<file path="src/rtl/osc_seq_pkg.sv">
// Shared types for the oscillator note sequencer.
// OSC_SEQUENCER_SWEEP_EN adds a per-command signed duty sweep field.
package osc_seq_pkg;

    typedef enum logic [1:0] {StIdle, StLoad, StPlay} state_e;

    localparam int unsigned WordW   = 32;
    localparam int unsigned MaxDurW = 32;
`ifdef OSC_SEQUENCER_SWEEP_EN
    localparam int unsigned SweepW = 32;
`else
    localparam int unsigned SweepW = 0;
`endif

    typedef struct packed {
        logic [WordW-1:0]   ctrl;
        logic [WordW-1:0]   duty;
        logic [MaxDurW-1:0] dur;
`ifdef OSC_SEQUENCER_SWEEP_EN
        logic [WordW-1:0]   sweep;
`endif
    } cmd_t;

    // FIFO entry width: ctrl, duty, duration and (optionally) sweep.
    function automatic int unsigned cmd_width(input int unsigned dur_w);
        return 2 * WordW + dur_w + SweepW;
    endfunction

    localparam int unsigned DurWDefault = 16;
    localparam int unsigned CmdWDefault = cmd_width(DurWDefault);

endpackage

</file>
<file path="src/rtl/osc_seq_fifo.sv">
// Synchronous command FIFO with registered occupancy count and flush.
module osc_seq_fifo #(
    parameter int unsigned DEPTH = 4,
    parameter int unsigned WIDTH = 8
) (
    input  logic                         clk,
    input  logic                         rst,
    input  logic                         flush_i,
    input  logic                         push_i,
    input  logic                         pop_i,
    input  logic [WIDTH-1:0]             wdata_i,
    output logic [WIDTH-1:0]             rdata_o,
    output logic                         full_o,
    output logic                         empty_o,
    output logic [$clog2(DEPTH+1)-1:0]   count_o
);
    localparam int unsigned AddrW = $clog2(DEPTH);
    localparam int unsigned CntW  = $clog2(DEPTH + 1);

    logic [WIDTH-1:0] mem_q [DEPTH];
    logic [AddrW-1:0] wr_ptr_q, rd_ptr_q;
    logic [CntW-1:0]  count_q;
    logic             do_push, do_pop;

    assign full_o  = (count_q == CntW'(DEPTH));
    assign empty_o = (count_q == '0);
    assign count_o = count_q;
    assign rdata_o = mem_q[rd_ptr_q];

    assign do_push = push_i && !full_o && !flush_i;
    assign do_pop  = pop_i && !empty_o;

    always_ff @(posedge clk) begin
        if (do_push) begin
            mem_q[wr_ptr_q] <= wdata_i;
        end
    end

    // Pointers wrap naturally since DEPTH is a power of two.
    always_ff @(posedge clk) begin
        if (rst || flush_i) begin
            wr_ptr_q <= '0;
            rd_ptr_q <= '0;
            count_q  <= '0;
        end else begin
            if (do_push) wr_ptr_q <= wr_ptr_q + AddrW'(1);
            if (do_pop)  rd_ptr_q <= rd_ptr_q + AddrW'(1);
            if (do_push && !do_pop) begin
                count_q <= count_q + CntW'(1);
            end else if (do_pop && !do_push) begin
                count_q <= count_q - CntW'(1);
            end
        end
    end

endmodule

</file>
<file path="src/rtl/osc_sequencer.sv">
// Note sequencer: queues commands and plays each on a pulse oscillator for dur ticks.
// Define OSC_SEQUENCER_SWEEP_EN to add cmd_sweep_i, a per-tick signed duty increment.
module osc_sequencer
    import osc_seq_pkg::*;
#(
    parameter int unsigned DEPTH    = 4,
    parameter int unsigned TICK_DIV = 48000,
    parameter int unsigned DUR_W    = 16
) (
    input  logic             clk,
    input  logic             rst,
    input  logic             flush_i,
    input  logic             cmd_valid_i,
    output logic             cmd_ready_o,
    input  logic [31:0]      cmd_ctrl_i,
    input  logic [31:0]      cmd_duty_i,
    input  logic [DUR_W-1:0] cmd_dur_i,
`ifdef OSC_SEQUENCER_SWEEP_EN
    input  logic [31:0]      cmd_sweep_i,
`endif
    output logic [31:0]      osc_ctrl_o,
    output logic [31:0]      osc_duty_o,
    output logic             osc_rst_o,
    output logic             busy_o,
    output logic             done_o
);
    localparam int unsigned CmdW  = cmd_width(DUR_W);
    localparam int unsigned TickW = $clog2(TICK_DIV);
    localparam int unsigned CntW  = $clog2(DEPTH + 1);

    state_e           state_q;
    logic [TickW-1:0] tick_q;
    logic [DUR_W-1:0] remaining_q;
    logic [31:0]      osc_ctrl_q, osc_duty_q;
    logic             osc_rst_q;
`ifdef OSC_SEQUENCER_SWEEP_EN
    logic [31:0]      sweep_q;
`endif

    logic [CmdW-1:0]  fifo_wdata, fifo_rdata;
    logic             fifo_full, fifo_empty, fifo_push, fifo_pop;
    logic [CntW-1:0]  fifo_count;
    cmd_t             head;
    logic             head_zero, tick_last, last_tick;

`ifdef OSC_SEQUENCER_SWEEP_EN
    assign fifo_wdata = {cmd_ctrl_i, cmd_duty_i, cmd_dur_i, cmd_sweep_i};
`else
    assign fifo_wdata = {cmd_ctrl_i, cmd_duty_i, cmd_dur_i};
`endif

    assign cmd_ready_o = !fifo_full && !flush_i;
    assign fifo_push   = cmd_valid_i && cmd_ready_o;
    assign fifo_pop    = (state_q == StLoad);

    osc_seq_fifo #(
        .DEPTH (DEPTH),
        .WIDTH (CmdW)
    ) u_fifo (
        .clk     (clk),
        .rst     (rst),
        .flush_i (flush_i),
        .push_i  (fifo_push),
        .pop_i   (fifo_pop),
        .wdata_i (fifo_wdata),
        .rdata_o (fifo_rdata),
        .full_o  (fifo_full),
        .empty_o (fifo_empty),
        .count_o (fifo_count)
    );

    always_comb begin
        head                = '0;
        head.ctrl           = fifo_rdata[CmdW-1 -: 32];
        head.duty           = fifo_rdata[CmdW-33 -: 32];
        head.dur[DUR_W-1:0] = fifo_rdata[SweepW +: DUR_W];
`ifdef OSC_SEQUENCER_SWEEP_EN
        head.sweep          = fifo_rdata[31:0];
`endif
    end

    assign head_zero = (head.dur == '0);
    assign tick_last = (tick_q == TickW'(TICK_DIV - 1));
    assign last_tick = tick_last && (remaining_q == DUR_W'(1));

    always_ff @(posedge clk) begin
        if (rst) begin
            state_q     <= StIdle;
            tick_q      <= '0;
            remaining_q <= '0;
            osc_ctrl_q  <= '0;
            osc_duty_q  <= '0;
            osc_rst_q   <= 1'b1;
`ifdef OSC_SEQUENCER_SWEEP_EN
            sweep_q     <= '0;
`endif
        end else if (flush_i) begin
            state_q   <= StIdle;
            osc_rst_q <= 1'b1;
        end else begin
            unique case (state_q)
                StIdle: begin
                    osc_rst_q <= 1'b1;
                    if (!fifo_empty) state_q <= StLoad;
                end
                StLoad: begin
                    tick_q      <= '0;
                    remaining_q <= head.dur[DUR_W-1:0];
                    if (head_zero) begin
                        // Zero-length note retires without touching the oscillator.
                        osc_rst_q <= 1'b1;
                        state_q   <= (fifo_count > CntW'(1)) ? StLoad : StIdle;
                    end else begin
                        osc_ctrl_q <= head.ctrl;
                        osc_duty_q <= head.duty;
`ifdef OSC_SEQUENCER_SWEEP_EN
                        sweep_q    <= head.sweep;
`endif
                        osc_rst_q  <= 1'b0;
                        state_q    <= StPlay;
                    end
                end
                StPlay: begin
                    if (tick_last) begin
                        tick_q      <= '0;
                        remaining_q <= remaining_q - DUR_W'(1);
`ifdef OSC_SEQUENCER_SWEEP_EN
                        osc_duty_q  <= osc_duty_q + sweep_q;
`endif
                        if (last_tick) begin
                            osc_rst_q <= 1'b1;
                            state_q   <= fifo_empty ? StIdle : StLoad;
                        end
                    end else begin
                        tick_q <= tick_q + TickW'(1);
                    end
                end
                default: state_q <= StIdle;
            endcase
        end
    end

    assign osc_ctrl_o = osc_ctrl_q;
    assign osc_duty_o = osc_duty_q;
    assign osc_rst_o  = osc_rst_q;
    assign busy_o     = (state_q != StIdle) || !fifo_empty;
    assign done_o     = !rst && !flush_i &&
                        (((state_q == StLoad) && head_zero) || ((state_q == StPlay) && last_tick));

endmodule

</file>
<file path="config.mk">
export PLATFORM = sky130hd
export DESIGN_NAME = osc_sequencer
export DESIGN_NICKNAME = d
export VERILOG_FILES = /design/src/rtl/osc_seq_pkg.sv /design/src/rtl/osc_seq_fifo.sv /design/src/rtl/osc_sequencer.sv
export SDC_FILE = /design/constraint.sdc
export NUM_CORES = 1
export LEC_CHECK = 0
export CORE_ASPECT_RATIO = 1.75
export CORE_MARGIN = 2
export CORE_UTILIZATION = 40
export DETAILED_ROUTE_END_ITERATION = 7
export MAX_ROUTING_LAYER = met4
export PLACE_DENSITY = 0.68
export SLEW_MARGIN = 20
export SYNTH_ARGS = -nofsm -noshare
export SYNTH_HDL_FRONTEND = slang
export SYNTH_SLANG_ARGS = --single-unit
export TNS_END_PERCENT = 5
</file>
<file path="constraint.sdc">
create_clock -name clk -period 7.3 [get_ports clk]
set_input_delay 0.73 -clock clk [delete_from_list [all_inputs] [get_ports clk]]
set_output_delay 0.73 -clock clk [all_outputs]
set_load 0.03 [all_outputs]
</file>
Word-level counts from Yosys, hierarchy flattened. Memories as Yosys holds them, arrays and structs flattened. A register that Yosys moved wholly into a read port is not among the register bits. Index checks and enable logic that the tools add are counted.

Memories kept: 1. Logic and storage cells: 82. Bits in registers: 106. ROM bits: 0. Bits in writable memories: 320. Latch bits: 0.

Memory list: u_fifo.mem_q (words 4, width 80, read ports 1, clocked after Yosys merged registers in 1, write ports 1, RTL line osc_seq_fifo.sv:20) `logic [WIDTH-1:0] mem_q [DEPTH];`.

Div/mod/pow operators: 0. $add $sub $neg: 6. Multiply operators: 0. Shift-type cells: 0. Eq/ne operators: 8. Multiplexer cells: 21. Bitwise logic cells: 2. Magnitude comparators: 1. Reductions and logical operators: 34.

Operators by type and width (number): 16-bit one-hot mux with 2 select lines (2); 32-bit logical NOT (1); 16-bit 2-to-1 mux (2); 16-bit by 1-bit adder with 16-bit output (second input constant) (1); 16-bit by 1-bit equality test with 1-bit output (second input constant) (1); 16-bit equality test (second input constant) (1); 16-bit by 1-bit subtractor with 16-bit output (second input constant) (1); 1-bit logical AND (12); 2-bit 2-to-1 mux (6); 3-bit AND reduction (4); 1-bit 2-to-1 mux (7); 1-bit logical NOT (6); 3-bit 2-to-1 mux (2); 2-bit != test (second input constant) (3); 2-bit one-hot mux with 3 select lines (1); 2-bit nonzero test (3); 2-bit by 1-bit adder with 2-bit output (second input constant) (2); 3-bit by 1-bit adder with 3-bit output (second input constant) (1); 3-bit equality test (second input constant) (1); 3-bit by 1-bit greater-than comparator with 1-bit output (second input constant) (1); 3-bit logical NOT (1); 1-bit logical OR (3); 1-bit one-hot mux with 3 select lines (1); 3-bit nonzero test (1); 7 further kinds (8).

Logic depth before layout (Yosys ltp).
Depth after elaboration: 10. Depth in mapped cells: 10. Mapped depth without buffers: 9.

Modules after synthesis. From an unflattened synthesis, not the netlist that was laid out.

Cell total of the unflattened synthesis: 1010. Area total of the unflattened synthesis: 16394.5 µm².

Modules (own cells, without submodules): osc_seq_fifo (area each 12101.6 µm², instances 1, cells each 467); osc_sequencer (area each 4292.9 µm², instances 1, cells each 543).

Least setup slack after synthesis. OpenSTA, ideal clock, no wires.

Path type: in2reg. Start point: input port flush_i. End point: memory u_fifo.mem_q[0][0] (netlist bit) (enable). Setup time: 0.448 ns. Setup slack: 3.477 ns. Required time: 6.852 ns. Buffers on the path: 0. Arrival time: 3.375 ns. Cell stages on the path: 2. Path through: a21oi_1 > and3_1.

Word-level cells in the longest chain between the ends: 7.

RTL lines: from (decl) (RTL line osc_sequencer.sv:12) `input logic flush_i,`; 1-bit logical NOT * (RTL line osc_seq_fifo.sv:30, osc_sequencer.sv:52); 1-bit logical AND (RTL line osc_sequencer.sv:52) `assign cmd_ready_o = !fifo_full && !flush_i;`; 1-bit logical AND (RTL line osc_sequencer.sv:53) `assign fifo_push = cmd_valid_i && cmd_ready_o;`; 1-bit logical AND (RTL line osc_seq_fifo.sv:30) `assign do_push = push_i && !full_o && !flush_i;`; 1-bit logical AND * (RTL line osc_seq_fifo.sv:30); 1-bit 2-to-1 mux * (RTL line osc_seq_fifo.sv:34) `if (do_push) begin`; 1-bit 2-to-1 mux (implied by the code) * (RTL line osc_seq_fifo.sv:35) `mem_q[wr_ptr_q] <= wdata_i;`; to (decl) (RTL line osc_seq_fifo.sv:20).

Mark *: on every way between the ends. The rest lies on a longest branch, timed or not.

==> results_dict.tcl <==
set metrics [dict create \
    place_hpwl_um 20100 \
    finish.net_count 1189 \
    cpLargestDelayFamily "buffers and inverters" \
    syn-instance-count 928 \
    post_synth_instance_area_um2 16300 \
    timing.critical_path.slowest_cell_delay_ns 0.71 \
    mean_cell_area_of_the_mapped_netlist_um2 17.6 \
    postSynthRegisterBits 428 \
    critPathCapture "done_o" \
    synth_top_cells_by_area "edfxtp_1 59%, dfxtp_1 13%, mux4_2 10%" \
    clock_latency_ns 0.54 \
    ys_async_sr_fraction_pct 0 \
    holdCritStartpoint "rst" \
    area_fraction_in_compound_gates_after_synthesis_pct 2.45 \
    final_core_utilization_pct 49.2 \
    fmax_ghz 0.208 \
    multiInputGateArea_um2 4200 \
    setup-violations-final 0 \
    groute.usage.overall_pct 16.5 \
    sw_ratio_pct 20.3 \
    cell_breakdown_of_the_critical_path "buf_4 -> mux4_2 -> nor4_1 -> nand2_1 -> nor2_1 -> a21oi_1 -> nor2_1 -> clkdlybuf4s50_1" \
    clkPwrFrac_pct 43.9 \
    cp_num_buf_inv 2 \
    rows 97 \
    yosys.area_share.simple_pct 5.45 \
    fin_worst_skew_ns 0.0120 \
    postCtsResizedCells 0 \
    pwr_density_cell_nw_per_um2 264 \
    design.portCount 152 \
    timing.max_cap.violations 0 \
    instances_no_fill 1668 \
    number_of_logic_stages_on_the_critical_path_including_buffering 8 \
    required_worst_endpoint_ns 6.57 \
    final_period_minus_worst_setup_slack_ns 4.81 \
    clk_path_buf_depth 3 \
    die_height_um 271 \
    worst_r2r_path_depth 8 \
    grt_first_pass_wirelength_um 51400 \
    final_max_slew_viol_count 0 \
    initial_antenna_violation_count 2 \
    worst-slew-pin-transition_ns 1.01 \
    worst-path-max-fanout 28 \
    hold_violations 0 \
    yosys_most_used_dff "edfxtp_1" \
    synth-warning-count 0 \
    cts-root-buf "clkbuf_16" \
    cts_sinks 428 \
    data_arrival_time_of_the_critical_path_ns 4.08 \
    total_switching_power_uw 1060 \
    post-synth-top-area-fraction_pct 59.0 \
    cts.reportedPaths.clkPinSlew_ns 0.07 \
    slowest_stage "dfxtp_4" \
    synth_top_cells_by_count "320 x edfxtp_1, 115 x nor2_1, 108 x dfxtp_1, 72 x mux4_2, 69 x mux2i_1" \
    numCtsBuffers 41 \
    layout-area-overhead-vs-synth_pct 21.2 \
    critical_path.endpoint_type "output port" \
    via_count 8523 \
    final.setup.worst_slack_ns 2.49 \
    holdBufCountCts 0 \
    postRouteAntennaNets 0 \
    htreeDepth 2 \
    largest_family_of_logic_cells_by_synthesized_area "multiplexers" \
    die_area_um2 42400 \
    wl_um 33800 \
    placeableCoreArea_um2 40200 \
    synth_mux_area_share_pct 15.5 \
    slew_hr_pct 32.6 \
    post_cts_buffers 0 \
    final.setup.tns_ns 0 \
    synth_enable_flop_cells 320 \
    drt_pass_1_iters 4 \
    hp-class "in -> reg" \
    grt_overflow 0 \
    most_frequent_cell_after_synthesis "edfxtp_1" \
    power_report.internal_total_uw 4150 \
    setup.worst_path.start_class "flip-flop" \
    detail_route.wl_per_cell_um 20.2 \
    hold_slack_ns 0.485 \
    synth_xor_xnor_area_share_pct 1.02 \
    port_buffers 151 \
    number_of_global_route_vias_before_repair 8957 \
    r2r_slack_ns 3.52 \
    worst_path_most_repeated_cell "nor2_1" \
    detail_route.vias_per_cell 5.11 \
    synth_fa_ha_area_share_pct 1.23 \
    synthDistinctLibCells 47 \
    period_share_pct 65.9 \
    fillCellCount 3319 \
    run_status "complete, no violations" \
    clock_tree_from_tritoncts "built" \
    synth_area_leader_cell "edfxtp_1" \
    critical_path_class "reg -> out" \
    min_path_cells 2 \
    crit-reg2reg-capture "osc_duty_o[9]" \
    drive_above_1_share_pct 13.8 \
    sequentialPowerShare_pct 51.3 \
    vdd_drop_max_mv 0.181 \
    combinationalPowerShare_pct 4.7 \
    initial_utilization_pct 40.6 \
    rsz0062_at_grt "false" \
    synth_sequential_area_ratio_pct 72.2 \
    drc 0 \
    area.sequential_um2 11800 \
    grt_start_max_net_pins 66 \
    dp_cells 1590 \
    placement.setup.worst_slack_ns 2.97 \
    synth.net_count 1028 \
    gp_congestion 0.792 \
    detailedRoute.firstIterationViolations 529 \
    die_w_um 157 \
    power.leakage_uw 0.00678 \
]
power groups by stage:
stage          logic (uW)  clock network [uW]  registers, uW
6_report              246                2290           2670
5_1_grt               266                2430           2670
4_1_cts               249                2340           2670
3_5_place_dp          248                   0           2730
3_3_place_gp          244                   0           2720
2_1_floorplan         118                   0           2740
stage by stage:
step / area [um2] / power (uW)
3_3_place_gp: 18300 / 2970
2_1_floorplan: 16300 / 2860
6_report: 19800 / 5210
5_1_grt: 19800 / 5370
3_5_place_dp: 18300 / 2970
4_1_cts: 19700 / 5260
layout by cell type, fill, tap and decap left out, types with 5 or more instances in the layout:
cell type        count
nor3_1              10
nand2_1             16
clkbuf_16           43
mux4_2              72
ha_1                16
xor2_1              12
xnor2_1              7
clkbuf_1             8
nand3_1             11
inv_1               11
mux2i_1             69
o21ai_0             23
o2bb2ai_1            6
a21oi_1             20
buf_4               10
nor4_1              13
mux4_1               8
edfxtp_1           320
nor2_1             115
clkinv_2             5
clkdlybuf4s50_1    150
bufinv_16            8
dfxtp_1            106
worst min-delay path by stage:
stage                      end  slack [ns]
2_1_floorplan   remaining_q[5]        0.43
3_3_place_gp   remaining_q[13]        0.46
3_5_place_dp    remaining_q[9]        0.48
4_1_cts              tick_q[6]        0.47
5_1_grt              tick_q[6]        0.50
6_report             tick_q[6]        0.49
per-layer routing:
layer,GRT usage (%),up-vias,share of wire [%]
met1,17.8,4352,38
met2,30.0,181,55
met3,2.47,68,3.7
met4,6.62,0,3.0
met5,-,-,0
li1,-,3922,-
final cells by class:
class / instances / share of cell area, %
Antenna cell: 2 / 0.0253
Timing Repair Buffer: 161 / 8.01
Clock buffer: 52 / 5.67
Sequential cell: 428 / 59.6
Tap cell: 544 / 3.45
Clock inverter: 24 / 1.72
Multi-Input combinational cell: 446 / 21.3
Inverter: 11 / 0.209
sequential cells by signal (all words and copies together), names as in the netlist, named ones only:
signal	count
u_fifo.mem_q	320
osc_ctrl_o	32
osc_duty_o	32
remaining_q	16
tick_q	16
u_fifo.count_o	3
state_q	2
u_fifo.rd_ptr_q	2
u_fifo.wr_ptr_q	2
osc_rst_o	1
cells by family after synthesis:
kind of cell | after synthesis
XOR/XNOR | 19
AND/OR/NAND/NOR | 196
flip-flops | 428
AO/OA/AOI/OAI | 66
multiplexers | 149
adder cells (fa/ha/maj) | 16
buffers and inverters | 54
Note: power is estimated with default switching activity, not from simulation.
